$ cat src/rtl/moa_operand_loader.sv
// Serial-to-parallel operand loader for the moa_6x8 multi-operand adder: packs N_OPS
// operands, holds them on the adder, captures the sum. Optional macro: MOA_LOADER_SELFCHECK_EN.
module moa_operand_loader #(
  parameter int N_OPS = 6,
  parameter int W     = 8,
  parameter int SW    = 11
) (
  input  logic               clk,
  input  logic               rst_n,
  input  logic               clr,
  input  logic               in_valid,
  output logic               in_ready,
  input  logic [W-1:0]       in_data,
  output logic [N_OPS*W-1:0] ops,
  input  logic [SW-1:0]      sum_in,
  output logic               out_valid,
  input  logic               out_ready,
  output logic [SW-1:0]      out_sum,
  output logic               sum_err
);

  // state  | meaning
  // S_LOAD | accepting operands into slot cnt
  // S_EVAL | frame complete, adder settling; sum captured at end of cycle
  // S_OUT  | result presented until out_ready
  localparam int CW = (N_OPS > 1) ? $clog2(N_OPS) : 1;
  localparam logic [1:0] S_LOAD = 2'd0;
  localparam logic [1:0] S_EVAL = 2'd1;
  localparam logic [1:0] S_OUT  = 2'd2;

  logic [1:0]    state;
  logic [CW-1:0] cnt;
  logic          accept;
  logic          last_op;

  assign in_ready  = (state == S_LOAD);
  assign out_valid = (state == S_OUT);
  assign accept    = in_valid & in_ready;
  assign last_op   = (cnt == CW'(N_OPS - 1));

  always_ff @(posedge clk or negedge rst_n) begin
    if (!rst_n) begin
      state   <= S_LOAD;
      cnt     <= '0;
      ops     <= '0;
      out_sum <= '0;
    end else if (clr) begin
      state <= S_LOAD;
      cnt   <= '0;
      ops   <= '0;
    end else begin
      case (state)
        S_LOAD: begin
          if (accept) begin
            for (int k = 0; k < N_OPS; k++) begin
              if (cnt == CW'(k)) ops[k*W +: W] <= in_data;
            end
            if (last_op) begin
              cnt   <= '0;
              state <= S_EVAL;
            end else begin
              cnt <= cnt + 1'b1;
            end
          end
        end
        S_EVAL: begin
          out_sum <= sum_in;
          state   <= S_OUT;
        end
        S_OUT: begin
          if (out_ready) state <= S_LOAD;
        end
        default: state <= S_LOAD;
      endcase
    end
  end

`ifdef MOA_LOADER_SELFCHECK_EN
  logic [SW-1:0] acc;
  logic          err_q;

  // Running sum of the frame, compared against the external adder during EVAL.
  always_ff @(posedge clk or negedge rst_n) begin
    if (!rst_n) begin
      acc   <= '0;
      err_q <= 1'b0;
    end else if (clr) begin
      acc   <= '0;
      err_q <= 1'b0;
    end else begin
      if (accept) acc <= (cnt == '0) ? SW'(in_data) : acc + SW'(in_data);
      if (state == S_EVAL)                err_q <= (acc != sum_in);
      else if (state == S_OUT && out_ready) err_q <= 1'b0;
    end
  end

  assign sum_err = err_q;
`else
  assign sum_err = 1'b0;
`endif

endmodule

$ cat config.mk
export PLATFORM = sky130hd
export DESIGN_NAME = moa_operand_loader
export DESIGN_NICKNAME = d
export VERILOG_FILES = /design/src/rtl/moa_operand_loader.sv
export SDC_FILE = /design/constraint.sdc
export NUM_CORES = 1
export LEC_CHECK = 0
export BUFFER_PORTS_ARGS = -buffer_cell sky130_fd_sc_hd__buf_2
export CORE_UTILIZATION = 40
export CTS_CLUSTER_DIAMETER = 80
export CTS_CLUSTER_SIZE = 8
export DETAILED_ROUTE_END_ITERATION = 10
export GPL_TIMING_DRIVEN = 0
export PLACE_DENSITY = 0.73
export SYNTH_ARGS = -nofsm -noshare
export SYNTH_HDL_FRONTEND = slang
export SYNTH_SLANG_ARGS = --single-unit
$ cat constraint.sdc
create_clock -name clk -period 4.2 [get_ports clk]
set_input_delay 0.21 -clock clk [delete_from_list [all_inputs] [get_ports clk]]
set_output_delay 0.21 -clock clk [all_outputs]
set_load 0.03 [all_outputs]
# == After elaboration in Yosys (flattened, before gate mapping) ==
# Cells that the tools add are included.
# op_classes
n_addsub,1
n_eq_ne,10
muxes,18
bitwise,2
reduce_logical,19
# ops
operator,count
48-bit 2-to-1 mux,3
8-bit 2-to-1 mux,6
3-bit AND reduction,7
2-bit nonzero test,8
3-bit 2-to-1 mux,4
"3-bit by 2-bit != test with 1-bit output, second input constant",3
2-bit 2-to-1 mux,4
"3-bit by 2-bit == test with 1-bit output, second input constant",2
"3-bit == test, second input constant",2
2-bit case mux with 3 select lines,1
2-bit AND reduction,2
"3-bit by 1-bit adder with 3-bit output, second input constant",1
"3-bit by 1-bit == test with 1-bit output, second input constant",1
3-bit logical NOT,1
"2-bit by 1-bit == test with 1-bit output, second input constant",1
"2-bit == test, second input constant",1
2-bit logical NOT,1
1-bit AND,1
1-bit NOT,1
# totals
register_bits,64
in_bits,24

# == Longest topological paths before layout ==
# Gate-level depths: netlist of run 1.
# depth
depth_word,5
depth_mapped,6
mapped_depth_nobuf,5

# == Worst setup path after synthesis of run 1 ==
# OpenSTA, ideal clock, no wires.
# synth_path
path_type,reg-to-reg
from,reg cnt[0]
to,reg cnt[2]
arrival_time_ns,1.379
required_time_ns,4.105
slack_ns,2.725
stages_incl_launch_ff,5
n_path_buf,0
period_less_slack_ns,1.475
path_cell_list,dfrtp_1 -> and2_1 -> ha_1 -> or4b_1 -> o31ai_1
# synth_between
elab_chain_cells,5
word_cells_on_any_way,6
classes_between,add/sub: 1; eq/ne: 1; mux: 4
# synth_rtl
element,line,rtl
from (decl),32,logic [CW-1:0] cnt;
from (signal assigned),62,cnt <= cnt + 1'b1;
3-bit by 1-bit adder with 3-bit output or 3-bit == test (tied branches),"62, 39",
3-bit 2-to-1 mux *,58,if (last_op) begin
3-bit 2-to-1 mux *,54,if (accept) begin
3-bit 2-to-1 mux *,52,case (state)
3-bit 2-to-1 mux *,47,end else if (clr) begin
# Mark *: on every way between the ends. The rest lies on a longest branch, timed or not. The select of a mux whose other input is x is not followed.
# A chain may end at the register's enable or synchronous reset.

# == Worst setup path after layout of run 1 ==
# layout_path
from,reg cnt[0]
to,reg ops[27]
# layout_between
elab_chain_cells,3
# layout_rtl
element,line,rtl
3-bit by 2-bit == test with 1-bit output,56,if (cnt == CW'(k)) ops[k*W +: W] <= in_data;
2-bit nonzero test (no source line),-,
3-bit AND reduction (no source line),-,
"to (signal, indexed assignment)",56,
to (decl),14,"output logic [N_OPS*W-1:0] ops,"
# Every way passes these cells.

==> results of run 1 <==
## per-layer routing
layer | part of all wire [%] | track usage (%) | wire length [µm]
met1 | 48 | 24.4 | 2910
met2 | 47 | 26.8 | 2810
met3 | 4.0 | 5.77 | 240
met4 | 1.1 | 6.82 | 65
met5 | 0 | 0 | 0
## cell type report
type	instances	area [µm²]	area share, %
Inverter	1	3.75	0.105
Clock buffer	9	124	3.45
Clock inverter	7	103	2.86
Buffer	13	58.8	1.64
Timing Repair Buffer	84	428	11.9
Sequential cell	64	1600	44.6
Tap cell	96	120	3.35
Multi-Input combinational cell	142	1150	32.1
## through the flow
step	cells	utilization [%]	setup slack (ns)	hold slack (ns)
6_report	416	52.8	2.58	0.0739
5_1_grt	416	52.8	2.45	0.0508
4_1_cts	416	52.8	2.56	0.0580
3_5_place_dp	399	49.4	2.55	0.361
3_3_place_gp	399	49.3	2.60	0.415
2_1_floorplan	220	-	2.73	-0.0856
## power by group through the flow
| stage | registers, mW | logic, mW | clock network [mW] |
|---|---|---|---|
| 4_1_cts | 0.649 | 0.160 | 0.611 |
| 5_1_grt | 0.652 | 0.171 | 0.646 |
| 3_3_place_gp | 0.661 | 0.156 | 0 |
| 3_5_place_dp | 0.661 | 0.158 | 0 |
| 6_report | 0.649 | 0.157 | 0.596 |
| 2_1_floorplan | 0.699 | 0.0603 | 0 |
## sequential cells by signal, summed over array words and instances (netlist names)
| name | count |
|---|---|
| ops | 48 |
| cnt | 3 |
| out_sum | 11 |
| state | 2 |
## cell families after synthesis
logic type | after synthesis | share of synthesized area [%]
AND/OR/NAND/NOR | 75 | 17.2
AO/OA/AOI/OAI | 5 | 1.33
multiplexers | 59 | 21.5
XOR/XNOR | 1 | 0.311
buffers and inverters | 14 | 2.22
flip-flops | 64 | 56.9
other | 1 | 0.133
adder cells (fa/ha/maj) | 1 | 0.444
## synthesized netlist by cell type
library cell / instances
and2b_2: 1
mux2i_1: 48
nand2b_1: 50
dfrtp_1: 64
buf_2: 5
a2111oi_1: 1
a21bo_2: 1
nand3b_1: 2
clkbuf_1: 7
nand3_2: 1
ha_1: 1
nor3b_4: 1
xnor2_1: 1
buf_4: 1
nand2_4: 1
and3b_1: 1
and2_1: 2
mux2_2: 11
inv_1: 1
conb_1: 1
or4b_1: 1
o31ai_1: 1
nor2_1: 12
nand2_1: 1
and4bb_2: 1
a21oi_1: 2
nor4b_2: 1
## worst register-to-register path: stages, from the launching register on
cell,delay (ns)
dfrtp_1,0.44
and2_1,0.16
ha_1,0.14
and4bb_2,0.22
buf_2,0.26
mux2i_1,0.23
nor2_1,0.05
## worst paths after layout
kind / start / endpoint / slack (ns) / cells after the start
max: cnt[0] / ops[27] / 2.58 / 6
min reg2reg: out_sum[1] / out_sum[1] / 0.51 / 1
max reg2reg: cnt[0] / ops[27] / 2.58 / 6
min in group asynchronous: rst_n / ops[42] / 0.50 / 2
max in group asynchronous: rst_n / out_sum[3] / 3.15 / 2
min: out_ready / state[0] / 0.07 / 2
## layout by cell type (no fill, tap or decap)
cell           count
a2111oi_1          1
a21bo_2            1
a21oi_1            2
and2_1             2
and2b_2            1
and3b_1            1
and4bb_2           1
buf_2             87
buf_4              2
bufinv_16          2
clkbuf_1           7
clkbuf_8           9
clkinv_4           2
clkinvlp_4         1
conb_1             1
dfrtp_1           64
dlygate4sd3_1      1
ha_1               1
inv_1              1
inv_6              2
mux2_2            11
mux2i_1           48
nand2_1            1
nand2_4            1
nand2b_1          50
nand3_2            1
nand3b_1           2
nor2_1            12
nor3b_4            1
nor4b_2            1
o31ai_1            1
or4b_1             1
xnor2_1            1
## timing repair
action | in CTS | in global routing
hold buffers | 1 | 0
hold endpoints to repair | 49 | 0
gates resized for setup | 0 | 0
==> results.sh, run 1 <==
export IMPL_drive_gt1_share_pct=38.4
export IMPL_initial_core_util_pct=41.4
export IMPL_syn_area_per_cell_um2=12.8
export IMPL_p_leak_nw=2.01
export IMPL_dr_first_iter_drc_count=65
export IMPL_place_gp_congestion=0.729
export IMPL_crit_path_end_kind="register"
export IMPL_ir_drop_mv=0.150
export IMPL_clock_sinks=64
export IMPL_ys_seq_area_share_pct=56.9
export IMPL_postLayoutCellArea_um2=3590
export IMPL_fin_skew_ns=0.0150
export IMPL_synth_seq_cells=64
export IMPL_switching_power_mw=0.369
export IMPL_p_clk_share_pct=42.5
export IMPL_drv_cap=0
export IMPL_crit_family="flip-flops"
export IMPL_critPathArrivalTime_ns=1.83
export IMPL_dieArea_um2=7380
export IMPL_detail_route_antenna_nets=0
export IMPL_vias=1915
export IMPL_sequentialPowerShare_pct=46.3
export IMPL_dr_pass1_iters=5
export IMPL_syn_to_final_growth_pct=27.5
export IMPL_hold_viol=0
export IMPL_grt_first_pass_wirelength_um=9760
export IMPL_period_needed_ns=1.62
export IMPL_fp_dieW_um=85.9
export IMPL_die_height_um=85.9
export IMPL_dpl_cell_area_um2=3350
export IMPL_p_int_mw=1.03
export IMPL_root_buffer="clkbuf_8"
export IMPL_worstMarginPinSlew_ns=0.807
export IMPL_switching_share_pct=26.3
export IMPL_cp_required_ns=4.41
export IMPL_fmax_mhz=616
export IMPL_netlist_instances=220
export IMPL_hpwl_um=4100
export IMPL_grt_pass1_vias=1900
export IMPL_fin_setup_tns_ns=0
export IMPL_clk_pin_slew_ns=0.07
export IMPL_setup_viol=0
export IMPL_fillers=626
export IMPL_htree_num_levels=3
export IMPL_netlist_area_um2=2820
export IMPL_num_antenna_cells=0
export IMPL_synth_area_leaders="dfrtp_1 (57%), mux2i_1 (17%), nand2b_1 (11%)"
export IMPL_vias_per_cell=4.60
export IMPL_finalMaxSlewViolations=0
export IMPL_finalPower_mw=1.40
export IMPL_avgRoutedWirePerCell_um=14.5
export IMPL_cp_start_kind="register"
export IMPL_overflow=0
export IMPL_path_max_fanout=8
export IMPL_num_rows=30
export IMPL_port_buffers=83
export IMPL_synth_top_area_share_pct=56.9
export IMPL_path_cells="and2_1 -> ha_1 -> and4bb_2 -> buf_2 -> mux2i_1 -> nor2_1"
export IMPL_yosysUniqueCellTypes=27
export IMPL_rsz0062_at_grt="no"
export IMPL_antenna_found_initial=0
export IMPL_period_share_pct=38.7
export IMPL_cts_buffer_depth=2
export IMPL_power_density_nw_per_um2=391
export IMPL_path_buf_inv=1
export IMPL_yosysWarnings=0
export IMPL_cp_slowest_cell="dfrtp_1"
export IMPL_cts_tree="yes"
export IMPL_postCtsSetupRepairBufs=0
export IMPL_grt_max_degree=65
export IMPL_layout_nets=340
export IMPL_synth_nets=245
export IMPL_cts_made_buffers=9
export IMPL_slowest_delay_ns=0.44
export IMPL_ios=86
export IMPL_min_path_type="in -> reg"
export IMPL_status="complete, no violations"
export IMPL_critPathKind="reg -> reg"
export IMPL_grt_usage_pct=17.9
export IMPL_clock_latency_ns=0.34
export IMPL_yosysTopAreaCell="dfrtp_1"
export IMPL_core_um2=6790
export IMPL_drt_wl_total_um=6030
export IMPL_slew_headroom_pct=46.2
export IMPL_drc_errors=0
export IMPL_combPwrFrac_pct=11.2
Note: power is estimated with default switching activity, not from simulation.
==> run 2, diff against run 1 <==
clock period = 1.6 ns   (was 4.2 ns; I/O delays follow)
==> run 2 against run 1 <==
Compared with the run above:
- fmax is 3.2% higher
- setup slack worse by 2.5 ns
- sequential share of layout area is 2.5 points lower
- wire length is 5.6% higher
- hold slack worse by 0.064 ns
- non-clock buffer count is 19 higher
- clock power grew to 2.7 times the previous value
- design area is 6.1% higher
- global-route usage is 0.75 points higher
- total power grew to 2.7 times the previous value
- combinational power grew to 2.9 times the previous value
- flip-flop and latch count stayed put
- critical path type unchanged
- highest routed layer unchanged
==> results.sh, run 2 (synthesis results as in run 1) <==
export IMPL_grt_pass1_vias=2039
export IMPL_drc_errors=0
export IMPL_cts_tree="yes"
export IMPL_path_buf_inv=0
export IMPL_critPathKind="reg -> reg"
export IMPL_clk_pin_slew_ns=0.07
export IMPL_drv_cap=0
export IMPL_drive_gt1_share_pct=38.3
export IMPL_avgRoutedWirePerCell_um=14.6
export IMPL_port_buffers=83
export IMPL_setup_viol=0
export IMPL_clock_latency_ns=0.35
export IMPL_power_density_nw_per_um2=981
export IMPL_cp_start_kind="register"
export IMPL_status="complete, no violations"
export IMPL_cp_required_ns=1.84
export IMPL_place_gp_congestion=0.729
export IMPL_hpwl_um=4100
export IMPL_path_max_fanout=7
export IMPL_path_cells="and2_1 -> ha_1 -> or4b_4 -> o31ai_2"
export IMPL_die_height_um=85.9
export IMPL_htree_num_levels=3
export IMPL_fp_dieW_um=85.9
export IMPL_dr_pass1_iters=4
export IMPL_initial_core_util_pct=41.4
export IMPL_root_buffer="clkbuf_8"
export IMPL_hold_viol=0
export IMPL_core_um2=6790
export IMPL_dieArea_um2=7380
export IMPL_hold_start="in_data[3]"
export IMPL_r2r_start="cnt[0]"
export IMPL_ir_drop_mv=0.400
export IMPL_final_common_cell="buf_2"
export IMPL_critPathArrivalTime_ns=1.82
export IMPL_final_cell_mix="buf_2 (84), dfrtp_1 (61), nand2b_1 (50)"
export IMPL_fin_skew_ns=0.0168
export IMPL_top_register="ops"
export IMPL_grt_max_degree=65
export IMPL_num_rows=30
export IMPL_vias=2001
export IMPL_slew_headroom_pct=46.5
export IMPL_cp_slowest_cell="or4b_4"
export IMPL_p_leak_nw=2.10
export IMPL_startpoint="cnt[0]"
export IMPL_finalPower_mw=3.74
export IMPL_top_regs="ops x48, out_sum x11, cnt x3"
export IMPL_detail_route_antenna_nets=0
export IMPL_largest_reg_flops=48
export IMPL_dr_first_iter_drc_count=63
export IMPL_drt_wl_total_um=6360
export IMPL_antenna_found_initial=0
export IMPL_grt_usage_pct=18.7
export IMPL_crit_path_end_kind="register"
export IMPL_layout_nets=359
export IMPL_gr_usage_met2_pct=28.7
export IMPL_grt_first_pass_wirelength_um=10200
export IMPL_fin_cells=435
export IMPL_cts_buffer_depth=2
export IMPL_slowest_delay_ns=0.51
export IMPL_dpl_worst_slack_ns=-0.0208
export IMPL_grt_met3_usage_pct=6.16
export IMPL_fmax_mhz=636
export IMPL_grt_busiest_layer="met2"
export IMPL_clock_sinks=64
export IMPL_crit_family="simple AND/OR/NAND/NOR gates"
export IMPL_period_share_pct=98.3
export IMPL_dpl_cell_area_um2=3350
export IMPL_period_needed_ns=1.57
export IMPL_grtUsageMet1_pct=24.5
export IMPL_finalMaxSlewViolations=0
export IMPL_vias_per_cell=4.60
export IMPL_worstMarginPinSlew_ns=0.802
export IMPL_overflow=0
export IMPL_postLayoutCellArea_um2=3810
export IMPL_num_antenna_cells=0
export IMPL_cts_made_buffers=9
export IMPL_syn_to_final_growth_pct=35.2
export IMPL_setup_ws_ns=0.0267
export IMPL_placed_cells=399
export IMPL_ios=86
export IMPL_fin_setup_tns_ns=0
export IMPL_min_path_type="in -> reg"
==> run 2: worst reg2reg max path: cells and delay by family (launching register included) <==
kind	cells	cell delay, ns
compound gates	1	0.07
fa+ha+maj	1	0.27
flops	1	0.45
simple gates	2	0.68
==> run 2: path summary, 6_finish.rpt <==
check	end	slack (ns)	depth (start not counted)
setup reg to reg	cnt[2]	0.03	4
hold / removal	ops[27]	0.01	3
hold reg to reg	out_sum[1]	0.51	1
setup / recovery	cnt[2]	0.03	4
max in group asynchronous	cnt[0]	0.64	2
min in group asynchronous	ops[42]	0.37	2
==> run 2: layer usage <==
layer	part of all wire (%)	vias up	wire length [µm]
met2	47	52	3000
met5	0	-	0
met3	4.4	7	282
met1	47	979	3000
li1	-	963	-
met4	1.2	0	78
==> run 2: cell type report <==
cell class	count	area, µm²
Multi-Input combinational cell	142	1170
Inverter	1	3.75
Fill cell	603	2990
Tap cell	96	120
Clock inverter	7	103
Buffer	12	58.8
Clock buffer	9	124
Timing Repair Buffer	104	621
Sequential cell	64	1610
==> run 2: what timing repair did <==
| item | in CTS | in global routing |
|---|---|---|
| hold buffers | 18 | 0 |
| buffers inserted | 1 | 2 |
| endpoints found under the setup margin | 10 | 36 |
| gates resized for setup | 0 | 10 |
| pin swaps | 1 | 2 |
| endpoints found under the hold margin | 81 | 0 |
==> run 2: power by group <==
group	leakage, nW	switching (mW)	internal, mW
Sequential	0.870	0.0336	1.67
Combinational	1.12	0.273	0.183
Clock	0.110	0.683	0.893
==> run 2: metrics by stage <==
| step | hold WS, ns | utilization, % |
|---|---|---|
| floorplan | -0.216 | - |
| global placement | 0.285 | 49.3 |
| detailed placement | 0.231 | 49.4 |
| CTS | 0.00214 | 55.4 |
| global route | 0.0266 | 56.0 |
| finish | 0.00991 | 56.0 |
==> run 3, diff against run 2 <==
ABC_AREA = 1   (was unset)
==> run 3 against run 2 <==
Compared with the run above:
- via count grew 25%
- total power shrank 5.3%
- highest routed layer unchanged
- combinational power shrank 3%
- synthesized cell count grew 49%
- clock power shrank 11%
==> results.sh, run 3 <==
export IMPL_netlist_instances=327
export IMPL_drc_errors=0
export IMPL_die_height_um=85.5
export IMPL_ys_seq_area_share_pct=57.4
export IMPL_drv_cap=0
export IMPL_r2r_cells=5
export IMPL_top_register="ops"
export IMPL_overflow=0
export IMPL_worstMarginPinSlew_ns=0.805
export IMPL_final_util_pct=53.8
export IMPL_period_share_pct=90.3
export IMPL_yosysWarnings=0
export IMPL_yosysTopAreaCell="dfrtp_1"
export IMPL_yosysUniqueCellTypes=19
export IMPL_drive_gt1_share_pct=27.4
export IMPL_rsz0062_at_grt="no"
export IMPL_core_um2=6760
export IMPL_root_buffer="clkbuf_8"
export IMPL_grt_max_degree=65
export IMPL_vias=2509
export IMPL_rrSetupSlack_ns=0.16
export IMPL_final_common_cell="nand2_1"
export IMPL_dieArea_um2=7310
export IMPL_htree_num_levels=3
export IMPL_avgRoutedWirePerCell_um=13.9
export IMPL_cts_tree="yes"
export IMPL_fmax_mhz=692
export IMPL_fin_skew_ns=0.00704
export IMPL_dr_pass1_iters=7
export IMPL_dpl_worst_slack_ns=-0.0201
export IMPL_period_needed_ns=1.44
export IMPL_syn_area_per_cell_um2=8.53
export IMPL_layout_nets=458
export IMPL_cts_made_buffers=9
export IMPL_critPathKind="reg -> reg"
export IMPL_ios=86
export IMPL_async_flop_share_pct=100
export IMPL_cts_buffer_depth=2
export IMPL_syn_to_final_growth_pct=30.4
export IMPL_path_max_fanout=9
export IMPL_netlist_area_um2=2790
export IMPL_fillers=647
export IMPL_fp_dieW_um=85.5
export IMPL_slew_headroom_pct=46.3
export IMPL_hpwl_um=4740
export IMPL_detail_route_antenna_nets=0
export IMPL_r2r_start="cnt[2]"
export IMPL_synth_top_area_share_pct=57.4
export IMPL_critical_path_endpoint="ops[30]"
export IMPL_top_regs="ops x48, out_sum x11, cnt x3"
export IMPL_vias_per_cell=4.84
export IMPL_postLayoutCellArea_um2=3640
export IMPL_drt_wl_total_um=7200
export IMPL_startpoint="cnt[2]"
export IMPL_cp_start_kind="register"
export IMPL_synth_edf_count=0
export IMPL_clock_sinks=64
export IMPL_postCtsSetupRepairBufs=0
export IMPL_num_rows=30
export IMPL_synth_nets=352
export IMPL_synth_area_leaders="dfrtp_1 (57%), nand2_1 (19%), nand3_1 (10%)"
export IMPL_dr_first_iter_drc_count=202
export IMPL_port_buffers=83
export IMPL_ys_top_cells_by_count="nand2_1 (142), dfrtp_1 (64), nand3_1 (58)"
export IMPL_power_density_nw_per_um2=973
export IMPL_grt_first_pass_wirelength_um=11800
export IMPL_min_path_type="in -> reg"
export IMPL_initial_core_util_pct=41.3
export IMPL_finalMaxSlewViolations=0
export IMPL_cp_required_ns=1.83
export IMPL_crit_path_end_kind="register"
export IMPL_clk_pin_slew_ns=0.07
export IMPL_num_antenna_cells=0
export IMPL_fin_setup_tns_ns=0
export IMPL_grt_usage_pct=20.9
export IMPL_ir_drop_mv=0.403
export IMPL_status="complete, no violations"
export IMPL_clock_latency_ns=0.34
export IMPL_place_gp_congestion=0.818
export IMPL_antenna_found_initial=0
export IMPL_setup_ws_ns=0.156
export IMPL_synth_most_common_cell="nand2_1"
export IMPL_grt_pass1_vias=2499
export IMPL_r2r_end="ops[30]"
export IMPL_p_leak_nw=2.27
export IMPL_hold_viol=0
export IMPL_ys_flop_type="dfrtp_1"
export IMPL_critPathArrivalTime_ns=1.67
export IMPL_largest_reg_flops=48
export IMPL_final_cell_mix="nand2_1 (142), buf_2 (86), dfrtp_1 (64)"
export IMPL_setup_viol=0
export IMPL_dpl_cell_area_um2=3310
export IMPL_synth_seq_cells=64
run 3: changes by cell type after synthesis, moves of 2 or more:
cell      change
mux2_2       -11
clkbuf_1      -6
nand2b_1     -50
mux2i_1      -48
a21oi_1       -2
nor2_2        +2
and2_1        -2
nand2_1     +141
nand3b_1      -2
nand2_4       +6
buf_6         +3
inv_1        +22
nand3_1      +58
nor2_4        +2
run 3: what timing repair did:
item                                    4_1_cts  5_1_grt
endpoints found under the hold margin        76        0
endpoints found under the setup margin        8        8
hold buffers                                 13        0
resized for setup                             1        0
pin swaps                                     0        0
run 3: kinds of logic (layout without fill, tap and decap cells):
logic type / after synthesis / in the layout / share of synthesized area (%)
AND/OR/NAND/NOR: 223 / 223 / 35.2
flip-flops: 64 / 64 / 57.4
buffers and inverters: 35 / 146 / 6.06
AO/OA/AOI/OAI: 3 / 3 / 0.718
adder cells (fa/ha/maj): 1 / 1 / 0.449
other: 1 / 1 / 0.134
run 3: metrics by stage:
stage | hold WS, ns | power (mW) | cells
after global routing | 0.0629 | 3.68 | 518
final | 0.0359 | 3.54 | 518
after floorplan | -0.216 | 1.98 | 327
after global placement | 0.281 | 2.14 | 490
after detailed placement | 0.230 | 2.14 | 490
after CTS | 0.0308 | 3.58 | 519
run 3: worst min-delay path by stage:
stage	depth (start not counted)	from	to	slack [ns]
global placement	2	out_ready	state[1]	0.28
CTS	2	clr	state[1]	0.03
global route	2	clr	state[1]	0.06
finish	2	clr	state[1]	0.04
floorplan	0	rst_n	cnt[0]	-0.22
detailed placement	1	rst_n	ops[25]	0.23
run 3: cell type report:
type / count / area, µm² / share of cell area [%]
Buffer: 9 / 68.8 / 1.89
Clock buffer: 13 / 159 / 4.37
Clock inverter: 3 / 40.0 / 1.10
Inverter: 25 / 96.3 / 2.65
Multi-Input combinational cell: 228 / 1020 / 28.1
Sequential cell: 64 / 1600 / 44.0
Tap cell: 80 / 100 / 2.75
Timing Repair Buffer: 96 / 548 / 15.1
run 3: metal layers:
metal | wire (µm) | global-route usage [%] | vias to the layer above
li1 | - | - | 1239
met1 | 3330 | 27.2 | 1169
met2 | 3280 | 33.8 | 89
met3 | 449 | 4.23 | 12
met4 | 136 | 9.85 | 0
met5 | 0 | 0 | -
run 3: critical path, cell delays in order, from the launching register on:
cell	delay [ns]
dfrtp_1	0.41
inv_1	0.16
ha_1	0.38
nand3_2	0.21
nand3_1	0.12
nand2_1	0.06
run 3: report_power, final:
group	internal (mW)	switching [mW]
logic	0.131	0.313
clock network	0.801	0.599
registers	1.67	0.0290
